--- src/rtl/riscv_pkg.sv ---
// rtl/riscv_pkg.sv - shared constants and MEM/WB pipeline register type
package riscv_pkg;

    localparam int XLEN = 32;
    localparam int NREG = 32;
    localparam int AW   = $clog2(NREG);

    localparam logic [AW-1:0] REG_ZERO = 5'd0;

    typedef struct packed {
        logic            valid;
        logic            isld;
        logic            regwrite;
        logic [AW-1:0]   rd;
        logic [XLEN-1:0] alu;
        logic [XLEN-1:0] ld;
    } mem_wb_t;

endpackage

--- src/rtl/wb_regfile.sv ---
// rtl/wb_regfile.sv - 32x32 architectural register file, one write port, two bypassed read ports
module wb_regfile
    import riscv_pkg::*;
(
    input  logic            clk,
    input  logic            reset,
    input  logic            we_i,
    input  logic [AW-1:0]   waddr_i,
    input  logic [XLEN-1:0] wdata_i,
    input  logic [AW-1:0]   raddr1_i,
    input  logic [AW-1:0]   raddr2_i,
    output logic [XLEN-1:0] rdata1_o,
    output logic [XLEN-1:0] rdata2_o
);

    logic [XLEN-1:0] rf_q [NREG];

    always_ff @(posedge clk or posedge reset) begin
        if (reset) begin
            for (int i = 0; i < NREG; i++) begin
                rf_q[i] <= '0;
            end
        end else if (we_i && (waddr_i != REG_ZERO)) begin
            rf_q[waddr_i] <= wdata_i;
        end
    end

    // Write-through lets decode see the value committing this cycle.
    function automatic logic [XLEN-1:0] read_port(input logic [AW-1:0] addr);
        if (addr == REG_ZERO) begin
            return '0;
        end else if (we_i && (addr == waddr_i)) begin
            return wdata_i;
        end else begin
            return rf_q[addr];
        end
    endfunction

    assign rdata1_o = read_port(raddr1_i);
    assign rdata2_o = read_port(raddr2_i);

endmodule

--- src/rtl/writeback_stage.sv ---
// rtl/writeback_stage.sv - MEM/WB register, writeback mux, register file and retire counters
// Optional load counter output enabled by WB_LOAD_COUNT_EN.
module writeback_stage
    import riscv_pkg::*;
(
    input  logic            clk,
    input  logic            reset,
    input  logic            stall,
    input  logic            flush,
    input  logic            mem_valid,
    input  logic            isld,
    input  logic            regwrite,
    input  logic [AW-1:0]   rd,
    input  logic [XLEN-1:0] aluresult1,
    input  logic [XLEN-1:0] ldresult,
    input  logic [AW-1:0]   rs1_addr,
    input  logic [AW-1:0]   rs2_addr,
    output logic [XLEN-1:0] rs1_data,
    output logic [XLEN-1:0] rs2_data,
    output logic            wb_valid,
    output logic            wb_we,
    output logic [AW-1:0]   wb_rd,
    output logic [XLEN-1:0] wb_data,
    output logic [31:0]     retire_count
`ifdef WB_LOAD_COUNT_EN
    ,
    output logic [31:0]     load_count
`endif
);

    mem_wb_t     wb_q, wb_d;
    logic [31:0] retire_count_q, retire_count_d;
    logic        retire;

    // Flush only clears valid; the remaining fields are don't-care once invalid.
    always_comb begin
        wb_d = wb_q;
        if (flush) begin
            wb_d.valid = 1'b0;
        end else if (!stall) begin
            wb_d.valid    = mem_valid;
            wb_d.isld     = isld;
            wb_d.regwrite = regwrite;
            wb_d.rd       = rd;
            wb_d.alu      = aluresult1;
            wb_d.ld       = ldresult;
        end
    end

    always_ff @(posedge clk or posedge reset) begin
        if (reset) begin
            wb_q <= '0;
        end else begin
            wb_q <= wb_d;
        end
    end

    assign wb_valid = wb_q.valid;
    assign wb_rd    = wb_q.rd;
    assign wb_data  = wb_q.isld ? wb_q.ld : wb_q.alu;
    assign wb_we    = wb_q.valid & wb_q.regwrite & (wb_q.rd != REG_ZERO) & ~stall;

    // Stores and branches retire too, so regwrite does not qualify this.
    assign retire         = wb_q.valid & ~stall;
    assign retire_count_d = retire ? retire_count_q + 32'd1 : retire_count_q;

    always_ff @(posedge clk or posedge reset) begin
        if (reset) begin
            retire_count_q <= '0;
        end else begin
            retire_count_q <= retire_count_d;
        end
    end

    assign retire_count = retire_count_q;

`ifdef WB_LOAD_COUNT_EN
    logic [31:0] load_count_q, load_count_d;

    assign load_count_d = (retire && wb_q.isld) ? load_count_q + 32'd1 : load_count_q;

    always_ff @(posedge clk or posedge reset) begin
        if (reset) begin
            load_count_q <= '0;
        end else begin
            load_count_q <= load_count_d;
        end
    end

    assign load_count = load_count_q;
`endif

    wb_regfile u_regfile (
        .clk      (clk),
        .reset    (reset),
        .we_i     (wb_we),
        .waddr_i  (wb_q.rd),
        .wdata_i  (wb_data),
        .raddr1_i (rs1_addr),
        .raddr2_i (rs2_addr),
        .rdata1_o (rs1_data),
        .rdata2_o (rs2_data)
    );

endmodule

--- config.mk ---
export PLATFORM = sky130hd
export DESIGN_NAME = writeback_stage
export DESIGN_NICKNAME = d
export VERILOG_FILES = /design/src/rtl/riscv_pkg.sv /design/src/rtl/wb_regfile.sv /design/src/rtl/writeback_stage.sv
export SDC_FILE = /design/constraint.sdc
export NUM_CORES = 2
export LEC_CHECK = 0
export ABC_AREA = 1
export ABC_CLOCK_PERIOD_IN_PS = 33700
export BUFFER_PORTS_ARGS = -buffer_cell sky130_fd_sc_hd__buf_4
export CAP_MARGIN = 40
export CORE_MARGIN = 3
export CORE_UTILIZATION = 40
export CTS_CLUSTER_DIAMETER = 60
export DETAILED_ROUTE_END_ITERATION = 6
export PLACE_DENSITY = 0.56
export SETUP_SLACK_MARGIN = 0.3
export SLEW_MARGIN = 5
export SYNTH_ARGS = -nofsm -noshare
export SYNTH_HDL_FRONTEND = slang
export SYNTH_SLANG_ARGS = --single-unit
--- constraint.sdc ---
create_clock -name clk -period 33.7 [get_ports clk]
set_input_delay 1.685 -clock clk [delete_from_list [all_inputs] [get_ports clk]]
set_output_delay 1.685 -clock clk [all_outputs]
set_load 0.03 [all_outputs]
Word level (Yosys, flattened, before mapping). Index checks and enable logic that the tools add are counted.

Input bits: 86. Logic and storage cells: 80. Bits in registers: 1128. Output and inout bits: 135.

Order comparisons: 4. $add $sub $neg: 1. Reductions and logical operators: 8. Eq/ne operators: 3. Bitwise logic cells: 9. Mux-type cells: 16.

Operators with widths (count): $bwmux W1024 (1); $bmux W32 S5 (2); $mux W32 (10); $demux W32 S5 (1); $mux W72 (1); $add A32 B1 Y32 const B (1); $ge A6 B6 Y1 const B (3); $not A5 Y6 (3); $eq A5 B5 Y1 (2); $logic_not A5 Y1 (2); $lt A6 B1 Y1 const B (1); $reduce_bool A5 Y1 (1); $and A1 B1 Y1 (4); $logic_and A1 B1 Y1 (4); $ne A2 B1 Y1 const B (1); $not A1 Y1 (2); $reduce_and A2 Y1 (1); $mux W1 (1).

Logic depth before layout (Yosys ltp).
Depth after elaboration: 6. Gate-level depth with buffers: 13. Mapped depth without buffers: 11.

By module. A second synthesis with hierarchy kept.

Cell total of the unflattened synthesis: 9358. Area total of the unflattened synthesis: 64201.6 um2.

Modules (own cells, without submodules): wb_regfile (times used 1, cells each 8824, area each 59351.9 um2, seq. area each 25624.6 um2); writeback_stage (times used 1, cells each 534, area each 4849.7 um2, seq. area each 2602.5 um2).

Worst setup path before layout. No wires, ideal clock.

Path type: input to output. Start: in rs2_addr[4]. End: out rs2_data[13]. Required time: 32.015 ns. Arrival: 3.493 ns. Path buffers: 2. Path slack: 28.522 ns. Stages: 9. Cell sequence: clkbuf_1 > xnor2_1 > nand3_1 > nor3_2 > nand2_1 > buf_2 > nand3_1 > nand2_1 > nor2_1.

Longest elaborated chain between the ends: 6.

RTL lines: start, declared (line writeback_stage.sv:17) `input logic [AW-1:0] rs2_addr,`; $not A5 Y6 (not written as such) (line wb_regfile.sv:35) `return rf_q[addr];`; $bmux W32 S5 (line wb_regfile.sv:35); $mux W32 (not written as such) (2 in series) (line wb_regfile.sv:35); $mux W32 (line wb_regfile.sv:32) `end else if (we_i && (addr == waddr_i)) begin`; $mux W32 (*) (line wb_regfile.sv:30) `if (addr == REG_ZERO) begin`; end, declared (line writeback_stage.sv:19) `output logic [XLEN-1:0] rs2_data,`.

Every way passes the cells marked *; elsewhere a longest branch is shown, timed or not. The select of a mux whose other input is x is not followed.

Final worst setup path.
Start: in rs2_addr[0]. End: out rs2_data[15].

Same word-level chain as after synthesis.

==> flow_metrics.py <==
metrics = {
    "run_status": {
        "status": "complete, but fails checks",
        "violations": "DRC",
    },
    "synthesis": {
        "synthArstFlopShare": 1.00,
        "netlist.area_leader.share": 0.451,
        "syn_nets": 9037,
        "synthCells": 8950,
        "postSynthAreaPerCell_sq_um": 6.99,
        "synth_seq_area_share": 0.451,
        "synth.largest_area_cell": "dfrtp_1",
        "ys_ff_latch": 1128,
        "synthFlopType": "dfrtp_1",
        "syn-cell-area_sq_mm": 0.0626,
        "synth_cell_types": 29,
        "ys_warn_count": 0,
        "synthTopCellsByArea": "dfrtp_1 45%, nand2_1 17%, nand3_1 12%",
        "synth_edf_count": 0,
        "synth.most_common_cell": "nand2_1",
        "synth_commonest_cells": "2905 x nand2_1, 1535 x nand3_1, 1187 x o21ai_0",
    },
    "critical_path": {
        "rrSetupSlack_ps": 29870,
        "cpMaxStageDelayCell": "buf_4",
        "end_kind": "output port",
        "crit_chain": "buf_8 -> inv_8 -> buf_16 -> buf_4 -> buf_16 -> buf_4 -> nand2_1 -> nand3_1 -> nand3_1 -> nand3_1 -> nand3_1 -> nand3_1 -> nand2_1 -> nor2_1 -> buf_4",
        "crit_fanout": 124,
        "worst_ep_arrival_time_ps": 5690,
        "timing.rr.end": "u_regfile.rf_q[381]",
        "critical_path_class": "in -> out",
        "worst-path-buf-inv": 7,
        "crit_path_start": "rs2_addr[0]",
        "required_ps": 32010,
        "reg2reg_from": "wb_valid",
        "cp_slowest_stage_delay_ps": 770,
        "cp-start-kind": "input pin",
        "crit_family": "buffers and inverters",
        "reg2reg_depth": 13,
        "cp_common_cell": "nand3_1",
    },
    "timing": {
        "setup-violations-final": 0,
        "grt_setup_unrepaired": "no",
        "hold_violations": 0,
        "layout_min_cycle_time_ps": 7380,
        "relSlewSlack": 0.343,
        "maxSlewViolCount": 0,
        "setup_slack_ps": 26320,
        "period_share": 0.219,
        "tightest_slew_ps": 985,
        "tns_ps": 0,
        "fmax_mhz": 136,
        "skew_ps": 24.3,
    },
    "global_routing": {
        "grt_usage": 0.327,
        "busiest_layer": "met2",
        "gr-total-overflow": 0,
        "grt_max_degree": 171,
        "grt_util_met3": 0.0631,
        "grt_pass1_vias": 58700,
        "grt_pass1_wl_mm": 397,
        "grtUsageMet2": 0.484,
        "met1_usage": 0.465,
        "grt_antenna_before_repair": 8,
    },
    "route": {
        "vias": 63300,
        "routedWlPerCell_microns": 24.7,
        "vias_per_cell": 5.83,
        "routed_wl_mm": 268,
        "drtIter0Drc": 9518,
        "final_antenna_net_count": 0,
        "first_pass_iters": 7,
        "drc": 3,
    },
    "floorplan": {
        "dieArea_sq_mm": 0.161,
        "core_area_sq_mm": 0.155,
        "die_h_microns": 401,
        "die_x_microns": 401,
        "pin_count": 221,
        "initial_utilization": 0.404,
        "rows": 144,
    },
    "cts": {
        "clk_pin_slew_ps": 50,
        "cts_buffers": 139,
        "postCtsSetupBuffers": 0,
        "clock-sinks": 1128,
        "clk_latency_ps": 790,
        "h-tree-depth": 4,
        "cts_resized": 0,
        "ctsRootBufferMaster": "clkbuf_16",
        "cts_buffer_depth": 3,
        "cts-hold-fix-buffers": 0,
        "cts_tree": "done",
    },
    "pwr": {
        "ir_drop_mv": 0.0598,
        "switching_share": 0.326,
        "p_sw_mw": 1.23,
        "power.internal_mw": 2.55,
        "comb_power_share": 0.192,
        "clkPwrFrac": 0.398,
        "leakagePower_nw": 32.6,
        "power_density_mw_per_mm2": 53.1,
        "seqPwrFrac": 0.410,
    },
    "hold_path": {
        "whs_endpoint": "u_regfile.rf_q[1000]",
        "min_path_cells": 0,
        "hp-start": "u_regfile.rf_q[1000]",
        "hold_class": "reg -> reg",
    },
    "place": {
        "hpwlAfterDp_mm": 155,
        "numPortBuffers": 220,
        "gp_congestion": 0.860,
        "postPlaceCellArea_sq_mm": 0.0667,
        "pre_cts_slack_ps": 26520,
        "dp.cells": 10600,
    },
    "cells_and_area": {
        "fin_util": 0.460,
        "nNetsFinal": 8794,
        "syn_to_final_growth_pct": 13.7,
        "diodes": 0,
        "design_area_sq_mm": 0.0712,
        "fin_cells": 10800,
        "layout-drive-gt1-share": 0.0885,
    },
    "run": {
        "cap_violations": 0,
    },
}
==> cells by family after synthesis <==
kind of cell / count (synthesis) / synth area share
AO/OA/AOI/OAI: 1568 / 0.130
multiplexers: 33 / 0.00594
XOR/XNOR: 37 / 0.00518
adder cells (fa/ha/maj): 1 / 0.000200
buffers and inverters: 1431 / 0.0871
AND/OR/NAND/NOR: 4752 / 0.321
flip-flops: 1128 / 0.451
==> routing by layer <==
layer,part of all wire,vias up
met2,0.42,3677
met1,0.42,30400
met5,0.00015,-
li1,-,28500
met3,0.11,629
met4,0.045,6
==> area by class of cell <==
type	count	area (sq um)
clock inverter	47	495
sequential	1128	28200
tap	2044	2560
inverter	637	2430
clock buffer	191	3970
fill	15600	83600
timing repair buffer	410	4190
multi-input combinational	6391	29300
==> power groups by stage <==
stage          clock (mW)  combinational [mW]  sequential [mW]
2_1_floorplan           0               0.430             1.56
3_3_place_gp            0               0.692             1.57
3_5_place_dp            0               0.718             1.57
4_1_cts              1.52               0.719             1.55
5_1_grt              1.58               0.790             1.56
6_report             1.50               0.727             1.55
==> stage by stage <==
stage          hold slack [ps]  power [mW]
2_1_floorplan              443        1.99
3_3_place_gp               378        2.26
3_5_place_dp               382        2.29
4_1_cts                    395        3.79
5_1_grt                    401        3.93
6_report                   389        3.78
==> worst max path at each step <==
stage | to | slack, ps | cells after the start
after floorplan | retire_count[0] | 16450 | 1
after global placement | rs2_data[19] | 26070 | 13
after detailed placement | rs2_data[15] | 26520 | 15
after CTS | rs2_data[15] | 26510 | 15
after global routing | rs2_data[15] | 26200 | 15
final | rs2_data[15] | 26320 | 15
==> cells in the final DEF (no fill, tap or decap), types with 36 or more instances in the layout <==
cell type  instances
o211ai_1         107
o21ai_0         1172
o21ai_1           74
buf_16            47
a21oi_1          182
clkbuf_16        145
dfrtp_1         1127
buf_4            338
nor2_1           197
nand3_1         1534
or2_2             36
inv_1            624
nand2_1         2896
==> sequential cells by signal, indices dropped and copies added (netlist names) <==
name / count
u_regfile.rf_q: 1024
wb_q: 66
retire_count: 32
wb_rd: 5
wb_valid: 1
Power figures use the tool's default switching activity.
